--- src/rtl/demux4_buf_pkg.sv ---
// demux4_buf_pkg: channel count, select width and the one-entry buffer state shared by demux4_buf and demux4_slot
package demux4_buf_pkg;
  localparam int NUM_CH = 4;
  localparam int SEL_W = 2;
  typedef enum logic {EMPTY = 1'b0, FULL = 1'b1} ch_state_t;
endpackage

--- src/rtl/demux4_slot.sv ---
// demux4_slot: one output channel (one-entry buffer, EMPTY/FULL state, accept counter); ports clk, rst, accept, in_data, out_ready -> out_data, out_valid, cnt
module demux4_slot
  import demux4_buf_pkg::*;
#(
  parameter int WIDTH = 32,
  parameter int CNT_W = 8
) (
  input  logic             clk,
  input  logic             rst,
  input  logic             accept,
  input  logic [WIDTH-1:0] in_data,
  input  logic             out_ready,
  output logic [WIDTH-1:0] out_data,
  output logic             out_valid,
  output logic [CNT_W-1:0] cnt
);
  ch_state_t        r_state;
  logic [WIDTH-1:0] r_data;
  logic [CNT_W-1:0] r_cnt;
  logic             w_drain;
  assign w_drain = (r_state == FULL) && out_ready;
  always_ff @(posedge clk) begin
    if (rst) begin
      r_state <= EMPTY;
      r_data  <= '0;
      r_cnt   <= '0;
    end else begin
      if (accept) begin
        r_data <= in_data;
        r_cnt  <= r_cnt + 1'b1;
      end
      r_state <= accept ? FULL : (w_drain ? EMPTY : r_state);
    end
  end
  assign out_data  = r_data;
  assign out_valid = (r_state == FULL);
  assign cnt       = r_cnt;
endmodule

--- src/rtl/demux4_buf.sv ---
// demux4_buf: routes one valid/ready input stream to four buffered channels a..d by in_sel, with per-channel accept counters; ports in_data/in_sel/in_valid/in_ready, out_a..d/out_valid/out_ready, cnt_a..d
module demux4_buf
  import demux4_buf_pkg::*;
#(
  parameter int WIDTH = 32,
  parameter int CNT_W = 8
) (
  input  logic              clk,
  input  logic              rst,
  input  logic [WIDTH-1:0]  in_data,
  input  logic [SEL_W-1:0]  in_sel,
  input  logic              in_valid,
  output logic              in_ready,
  output logic [WIDTH-1:0]  out_a,
  output logic [WIDTH-1:0]  out_b,
  output logic [WIDTH-1:0]  out_c,
  output logic [WIDTH-1:0]  out_d,
  output logic [NUM_CH-1:0] out_valid,
  input  logic [NUM_CH-1:0] out_ready,
  output logic [CNT_W-1:0]  cnt_a,
  output logic [CNT_W-1:0]  cnt_b,
  output logic [CNT_W-1:0]  cnt_c,
  output logic [CNT_W-1:0]  cnt_d
);
  logic [NUM_CH-1:0] w_valid;
  logic [NUM_CH-1:0] w_accept;
  logic [WIDTH-1:0]  w_data [NUM_CH];
  logic [CNT_W-1:0]  w_cnt  [NUM_CH];
  // a FULL slot can still take a word when its sink drains in the same cycle
  assign in_ready = !rst && (!w_valid[in_sel] || out_ready[in_sel]);
  assign w_accept = (in_valid && in_ready) ? (NUM_CH'(1) << in_sel) : '0;
  for (genvar k = 0; k < NUM_CH; k++) begin : g_slot
    demux4_slot #(.WIDTH(WIDTH), .CNT_W(CNT_W)) u_slot (
      .clk       (clk),
      .rst       (rst),
      .accept    (w_accept[k]),
      .in_data   (in_data),
      .out_ready (out_ready[k]),
      .out_data  (w_data[k]),
      .out_valid (w_valid[k]),
      .cnt       (w_cnt[k])
    );
  end
  assign out_valid = w_valid;
  assign out_a     = w_data[0];
  assign out_b     = w_data[1];
  assign out_c     = w_data[2];
  assign out_d     = w_data[3];
  assign cnt_a     = w_cnt[0];
  assign cnt_b     = w_cnt[1];
  assign cnt_c     = w_cnt[2];
  assign cnt_d     = w_cnt[3];
endmodule

--- config.mk ---
export PLATFORM = sky130hd
export DESIGN_NAME = demux4_buf
export DESIGN_NICKNAME = d
export VERILOG_FILES = /design/src/rtl/demux4_buf_pkg.sv /design/src/rtl/demux4_slot.sv /design/src/rtl/demux4_buf.sv
export SDC_FILE = /design/constraint.sdc
export NUM_CORES = 1
export LEC_CHECK = 0
export CORE_MARGIN = 3
export CORE_UTILIZATION = 49
export DETAILED_ROUTE_END_ITERATION = 6
export HOLD_SLACK_MARGIN = 0.12
export PLACE_DENSITY = 0.85
export SLEW_MARGIN = 10
export SYNTH_ARGS = -nofsm -noshare
export SYNTH_HDL_FRONTEND = slang
export SYNTH_HIERARCHICAL = 1
export SYNTH_SLANG_ARGS = --single-unit
--- constraint.sdc ---
create_clock -name clk -period 4.1 [get_ports clk]
set_input_delay 0.82 -clock clk [delete_from_list [all_inputs] [get_ports clk]]
set_output_delay 0.82 -clock clk [all_outputs]
set_load 0.01 [all_outputs]
# ---- Yosys cells after proc, flatten, opt, wreduce, memory -nomap -nowiden
# Index checks and enable logic that the tools add are counted.
dict set report totals {
  register_bits 164
  input_bits 41
  output_inout_bits 165
  elab_cells 44
}
dict set report classes {
  add_sub_neg 4
  magnitude_cmp 1
  shifts 1
  mux 13
  n_reduce_logical 13
}
# cell count
set ops {}
lappend ops {{adder 8 x 1 -> 8 bit, second input constant} 4}
lappend ops {{2-to-1 mux 1 bit} 10}
lappend ops {{nonzero test 2 bit} 4}
lappend ops {{logical AND 1 bit} 6}
lappend ops {{binary-select mux 1 bit (select 2 bit)} 2}
lappend ops {{2-to-1 mux 4 bit} 1}
lappend ops {{left shift 1 x 2 -> 4 bit, first input constant} 1}
lappend ops {{< comparator 2 x 3 -> 1 bit, second input constant} 1}
lappend ops {{zero test 1 bit} 2}
lappend ops {{logical OR 1 bit} 1}

# ---- Longest topological paths before layout
dict set report logic_depth {
  ltp_word 8
  depth_mapped 7
  depth_no_buf 6
}

# ---- By module
# The synthesis kept the hierarchy.
# module n_inst cells_per_inst area_each_um2 seq_area_each_um2
set by_module_without_submodules {}
lappend by_module_without_submodules {demux4_slot 4 144 1490.2 820.8}
lappend by_module_without_submodules {demux4_buf 1 18 111.4 0.0}

# ---- Worst setup path before layout
# No wires, ideal clock.
dict set report synth_path {
  path_kind {in2reg}
  startpoint {in rst}
  endpoint {reg g_slot[0].u_slot.r_data[26]}
  setup_ns 0.128
  arrival_ns 2.336
  required_ns 3.972
  setup_slack_ns 1.636
  stages 6
  n_path_buf 2
  path_cell_list {nand2b_1 > a2111oi_0 > buf_4 > buf_4 > mux2i_1 > nor2_1}
}
dict set report synth_via {
  elab_chain_len 4
}
# item line_no
set synth_rtl {}
lappend synth_rtl {{from (decl)} demux4_buf.sv:9} ;# input logic rst,
lappend synth_rtl {{zero test 1 bit} demux4_buf.sv:30} ;# assign in_ready = !rst && (!w_valid[in_sel] || out_ready[in_sel]);
lappend synth_rtl {{logical AND 1 bit} demux4_buf.sv:30}
lappend synth_rtl {{logical AND 1 bit} demux4_buf.sv:31} ;# assign w_accept = (in_valid && in_ready) ? (NUM_CH'(1) << in_sel) : '0;
lappend synth_rtl {{2-to-1 mux 4 bit} demux4_buf.sv:31}
lappend synth_rtl {{net w_accept[0]} demux4_buf.sv:26} ;# logic [NUM_CH-1:0] w_accept;
lappend synth_rtl {{to (signal assigned)} demux4_slot.sv:29} ;# r_data <= in_data;
lappend synth_rtl {{to (decl)} demux4_slot.sv:18} ;# logic [WIDTH-1:0] r_data;
# The timed path passes the listed nets, and every way through them passes these cells.
# A chain may end at the register's enable or synchronous reset.

# ---- Final worst setup path
dict set report layout_path {
  startpoint {in in_sel[0]}
  endpoint {out in_ready}
}
dict set report layout_via {
  elab_chain_len 5
  word_cells_on_any_way 7
  cone_classes {mux (4); reduce/logical (3)}
}
# item line_no
set layout_rtl {}
lappend layout_rtl {{from (decl)} demux4_buf.sv:11} ;# input logic [SEL_W-1:0] in_sel,
lappend layout_rtl {{binary-select mux 1 bit (select 2 bit)} demux4_buf.sv:30}
lappend layout_rtl {{2-to-1 mux 1 bit (implied by the code)} demux4_buf.sv:30}
lappend layout_rtl {{zero test 1 bit} demux4_buf.sv:30}
lappend layout_rtl {{logical OR 1 bit *} demux4_buf.sv:30}
lappend layout_rtl {{logical AND 1 bit *} demux4_buf.sv:30}
lappend layout_rtl {{to (decl)} demux4_buf.sv:13} ;# output logic in_ready,
# Every way passes the cells marked *; elsewhere a longest branch is shown, timed or not. The select of a mux whose other input is x is not followed.

==> summary.md <==
| Metric | Value |
|---|---|
| Post-CTS resize count | `0` |
| ANT cells | `0` |
| Die Ht | `117 µm` |
| Synth top area cells | `dfxtp_1, mux2i_1, nor2_1` |
| Yosys top cell by area | `dfxtp_1` |
| # clock sinks | `164` |
| CTS tree | `done` |
| Rel. slew slack | `0.438` |
| Net Count, Synth | `639` |
| Pwr Total | `3.59 mW` |
| Core Footprint | `0.0121 mm²` |
| Minimum clock period | `3360 ps` |
| HP Class | `reg -> reg` |
| Antenna-violating nets left | `0` |
| Num rows | `40` |
| Max VDD drop | `0.000368 V` |
| Pint | `2.83 mW` |
| Pwr dens | `405 mW/mm²` |
| Via Count | `5,019` |
| Area Growth Syn to Fin | `46.2%` |
| Final worst-path cycle share | `0.819` |
| Final GP Congestion | `0.829` |
| Final Max Slew Viols | `0` |
| Share of cells above drive strength 1 | `0.0609` |
| Combinational share of power | `0.069` |
| Final setup viols | `0` |
| Mapped cell area | `0.00607 mm²` |
| Mean Syn Cell Area | `10.2 µm²` |
| Final hold vios | `0` |
| Global-route wire length before repair | `26,200 µm` |
| Top-Level Pins | `206` |
| Initial drt markers | `259` |
| Critical path launch point type | `primary input` |
| Placed cell count | `941` |
| Hold wc startpoint | `g_slot[1].u_slot/out_data[23]` |
| Switching Fraction | `0.213` |
| CP Capture Type | `output pin` |
| Post-DP Area | `0.00824 mm²` |
| Unrepaired setup endpoints after global routing | `false` |
| Vias per cell | `5.16` |
| Register area share after synthesis | `0.541` |
| Post-Route WL | `16,300 µm` |
| Num CTS Buffers | `17` |
| DRC violations left | `0` |
| Worst EP arrival | `2540 ps` |
| Outcome | `finished clean` |
| Crit Reg-Reg Startpoint | `g_slot[0].u_slot/out_valid` |
| Die area | `0.0138 mm²` |
| H-tree depth | `4` |
| Max-cap violations | `0` |
| Routed wire length per instance | `16.8 µm` |
| CP Max Fanout | `8` |
| Clk network pwr share | `0.475` |
| P_sw | `766 µW` |
| Peak Freq | `298 MHz` |
| Number of synthesis warnings | `6` |
| Clk slew on worst S/H paths | `60 ps` |
| PortBufs | `205` |
| Buffer count from post-CTS setup fixing | `0` |
| Worst Path Required | `3280 ps` |
| Initial Utilization | `0.503` |
| Yosys cell types | `25` |
| Synth top area share | `0.541` |
| Non-filler cells, final | `973` |
| GRT overflow | `0` |
| Setup_tns | `0 ps` |
| Root Buffer | `clkbuf_16` |
| # hold bufs at CTS | `0` |
| Pre-CTS setup slack | `749 ps` |
| Finished Cell Area | `0.00887 mm²` |
| Post-Syn Instances | `594` |
| Largest net degree at the start of global routing | `85` |
| Leakage | `3.13 nW` |
| Worst-skew pair later-pin latency | `420 ps` |
| Setup Skew | `8.15 ps` |
| Final net count | `837` |
| First drt pass iteration count | `5` |
| Die outline width | `117 µm` |
| Worst-Margin Slew | `844 ps` |
| Setup Crit Path Kind | `in -> out` |
| Final worst slack | `741 ps` |
| Sequential group share of total power | `0.457` |
| DP HPWL | `11,600 µm` |
| Yosys reg bits | `164` |
| Global-route total usage across every layer | `0.234` |
| CTS max path bufs | `2` |
| Vias in the first global route | `5,081` |
| Initial antenna violation count | `0` |
| Worst setup path startpoint | `in_sel[0]` |
[worst max-delay path, stage by stage]
cell and delay, ps:
clkdlybuf4s50_1 550, or3b_1 430, a21boi_1 150, nor4_1 70, clkdlybuf4s50_1 520
[flip-flops by register name, indices dropped and copies added (netlist names)]
register / count
g_slot.u_slot/out_data: 128
g_slot.u_slot/out_valid: 4
g_slot.u_slot/cnt: 32
[metrics by stage]
stage	util	hold WS, ps
floorplan	-	502
global placement	0.683	470
detailed placement	0.683	481
CTS	0.736	495
global route	0.736	513
finish	0.736	491
[cell families (layout without fill, tap and decap cells)]
family,after synthesis,in the layout,share of synthesized area
compound gates,32,32,0.0274
xor+xnor,16,16,0.0231
fa+ha+maj,4,4,0.00824
buf+inv,43,254,0.0365
flops,164,164,0.541
mux,132,132,0.218
simple gates,203,203,0.147
[Yosys cell counts]
cell type / instances
xor2_1: 12
nand3b_1: 2
a21boi_1: 1
nand2_1: 8
nor4_1: 1
nor2b_1: 1
nand2b_1: 1
xnor2_1: 4
nand4_1: 8
nand4_2: 4
ha_1: 4
clkbuf_1: 20
nor2_1: 153
nand3_1: 8
or3_1: 12
a2111oi_0: 1
o21ai_0: 14
nor3_1: 2
or3b_1: 1
dfxtp_1: 164
a21oi_1: 16
nor4b_1: 2
mux2i_1: 132
inv_1: 7
buf_4: 16
[area by class of cell]
class | instances | area [µm²]
multi-input cells | 387 | 2590
clock buffers | 19 | 433
inverters | 7 | 26.3
fillers | 883 | 3190
flip-flops and latches | 164 | 3280
repair buffers | 215 | 2120
clock inverters | 13 | 206
well taps | 168 | 210
[worst paths after layout]
check                                   to  slack, ps  cells past startpoint
min reg2reg  g_slot[1].u_slot/out_data[23]        490                      2
min          g_slot[1].u_slot/out_data[23]        490                      2
max                               in_ready        740                      5
max reg2reg  g_slot[0].u_slot/out_data[14]       2100                      4
[placed cells by master, fill, tap and decap left out, drive strengths merged, types with 12 or more instances in the layout]
cell type and count:
dfxtp 164, a21oi 16, nor2 153, nand4 12
or3 12, clkbuf 19, mux2i 132, xor2 12
clkdlybuf4s50 204, o21ai 14
[per-layer routing]
layer | track usage | vias to the layer above | wire length, µm
li1 | - | 2400 | -
met2 | 0.397 | 182 | 8060
met4 | 0.0806 | 0 | 275
met1 | 0.274 | 2417 | 6650
met3 | 0.0873 | 20 | 1330
met5 | 0 | - | 0
[power groups by stage]
stage	sequential, mW	combinational, mW	clock, mW
after floorplan	1.69	0.0960	0
after global placement	1.67	0.239	0
after detailed placement	1.68	0.246	0
after CTS	1.64	0.248	1.73
after global routing	1.64	0.265	1.80
final	1.64	0.246	1.71
No activity file was read; power rests on OpenSTA's default activity.
==> RTL change (same settings) <==
`WIDTH` is set to 32 in 2 places; all go to 48.
--- a/src/rtl/demux4_slot.sv
+++ b/src/rtl/demux4_slot.sv
@@ -2,7 +2,7 @@
 module demux4_slot
   import demux4_buf_pkg::*;
 #(
-  parameter int WIDTH = 32,
+  parameter int WIDTH = 48,
   parameter int CNT_W = 8
 ) (
   input  logic             clk,
--- a/src/rtl/demux4_buf.sv
+++ b/src/rtl/demux4_buf.sv
@@ -2,7 +2,7 @@
 module demux4_buf
   import demux4_buf_pkg::*;
 #(
-  parameter int WIDTH = 32,
+  parameter int WIDTH = 48,
   parameter int CNT_W = 8
 ) (
   input  logic              clk,
Interface: changed (5 resized); port bits go from 206 to 286. The function was not compared with the original's and may differ.
==> RTL change against the unedited design <==
Sequential cell count rose by 64; power increased by 35%; setup slack got worse by 110 ps; clock power increased by 29%; highest routed layer unchanged; final area rose by 37%; count of clock-buffer cells in the layout rose by 19; non-clock buffer count rose by 86; wire length rose by 43%; clock skew is 11 ps higher; sequential share of layout area grew 0.59 points; critical endpoint unchanged; area after synthesis grew 36%; largest cell class unchanged; critical path depth did not move.
==> RTL change: results (changes against the unedited design) <==
status complete, no violations; first-pass GRT wire length 36.3 mm (+38%); synth cell count leaders dfxtp_1, nor2_1, mux2i_1; IO buf count 285 (+39%); cell leakage power 4.28 nW (+37%); drt initial violations 322 (+24%); register area share after synthesis 55.2% (+1.2 points); Main synth FF type dfxtp_1; Num CTS Buffers 24 (+7); fill count 1,117 (+27%); peak supply drop 0.304 mV (-17%); n_diodes 0 (unchanged); crit path DAT 2650 ps (+110 ps); root buf cell clkbuf_16; Post-CTS Resized 0 (unchanged); WL/cell 17.8 um (+5.9%); RePlAce Congestion 0.786 (-5.2%); vias per inst 5.11 (-0.87%); Unique masters post-synth 27 (+8.0%); switching component of the power 1.06 mW (+39%); postcts setup bufs 0 (unchanged); Largest register FFs 192 (+50%); crit path max fanout 8 (unchanged); worst clock skew 19.0 ps (+10.8 ps); Yosys warning count 6 (unchanged); layout cells sized above 1 5.94% (-0.15 points); largest net degree at the start of global routing 105 (+24%); vias in the first global route 6,724 (+32%); nets 1,138 (+36%); worst skew pair latency 510 ps (+90 ps); CTS Buffer Depth 3 (+1); Hold Path Class flip-flop to flip-flop; Max-slew headroom 32.0% (-12 points); max-slew violations 0 (unchanged); 1st-pass router iterations 4 (-1); Post-Syn Nets 859 (+34%); Tot GR Track Use 24.4% (+0.97 points); clk slew on worst S/H paths 60 ps (about the same); antenna violations before repair 0 (unchanged); setup TNS 0 ps (unchanged); Area contributors post-synth dfxtp_1, mux2i_1, nor2_1, buf_2, xor2_1; ys async rst share 0% (unchanged); Post-DP HPWL 15.8 mm (+36%); H-Tree Level Count 1 (-3)
-- RTL change: cell count changes after synthesis, sizes merged --
cell / delta
dfxtp: +64
mux2i: +64
buf: +24
nor2: +64
clkbuf: -12
-- RTL change: final cells by class --
type | count | area (um2) | share of cell area, %
flip-flops and latches | 228 | 4560 | 37.6
clock inverters | 6 | 60.1 | 0.495
repair buffers | 301 | 2990 | 24.6
multi-input cells | 515 | 3470 | 28.6
inverters | 7 | 26.3 | 0.216
well taps | 216 | 270 | 2.23
clock buffers | 38 | 764 | 6.30
-- RTL change: worst paths after layout --
| check | startpoint | endpoint | slack, ps | cells after the start |
|---|---|---|---|---|
| max reg2reg | g_slot[1].u_slot/out_valid$_SDFFE_PP0P_ | g_slot[1].u_slot/cnt[7]$_SDFFE_PP0P_ | 2050 | 6 |
| min reg2reg | g_slot[0].u_slot/cnt[7]$_SDFFE_PP0P_ | g_slot[0].u_slot/cnt[7]$_SDFFE_PP0P_ | 490 | 2 |
| max | in_sel[0] | in_ready | 630 | 5 |
| min | g_slot[0].u_slot/cnt[7]$_SDFFE_PP0P_ | g_slot[0].u_slot/cnt[7]$_SDFFE_PP0P_ | 490 | 2 |
-- RTL change: power groups by stage --
stage               sequential, mW  combinational [mW]  clock, mW
finish                        2.28               0.354       2.20
global route                  2.29               0.381       2.33
CTS                           2.28               0.356       2.24
detailed placement            2.33               0.353          0
global placement              2.33               0.348          0
floorplan                     2.35               0.132          0
-- RTL change: through the flow --
stage | instance area (um2) | cells | hold slack [ps] | util [%] | worst slack (ps)
4_1_cts | 12100 | 1311 | 488 | 75.1 | 551
2_1_floorplan | 8260 | 798 | 502 | - | 1880
5_1_grt | 12100 | 1311 | 508 | 75.1 | 413
6_report | 12100 | 1311 | 489 | 75.1 | 635
3_3_place_gp | 11300 | 1267 | 464 | 70.0 | 590
3_5_place_dp | 11300 | 1267 | 480 | 70.0 | 597
-- RTL change: critical path: stages --
cell	delay (ps)
clkdlybuf4s50_1	640
or3b_1	180
a21boi_1	60
nor4_1	300
clkdlybuf4s50_1	640
-- RTL change: metal layers --
layer / vias to the layer above / track usage [%] / wire, um
met5: - / 0 / 0
met4: 0 / 8.06 / 764
met2: 232 / 42.0 / 11200
li1: 3233 / - / -
met1: 3194 / 28.6 / 9190
met3: 45 / 8.40 / 2170
-- RTL change: cells by family (layout without fill, tap and decap cells) --
kind of cell | after synthesis | in the layout | share of synthesized area (%)
AOI/OAI and AO/OA | 32 | 32 | 2.01
xor gates and xnor gates | 16 | 16 | 1.70
adders and majority gates | 4 | 4 | 0.606
buffers and inverters | 55 | 352 | 3.04
DFF | 228 | 228 | 55.2
muxes | 196 | 196 | 23.7
and+or+nand+nor | 267 | 267 | 13.7
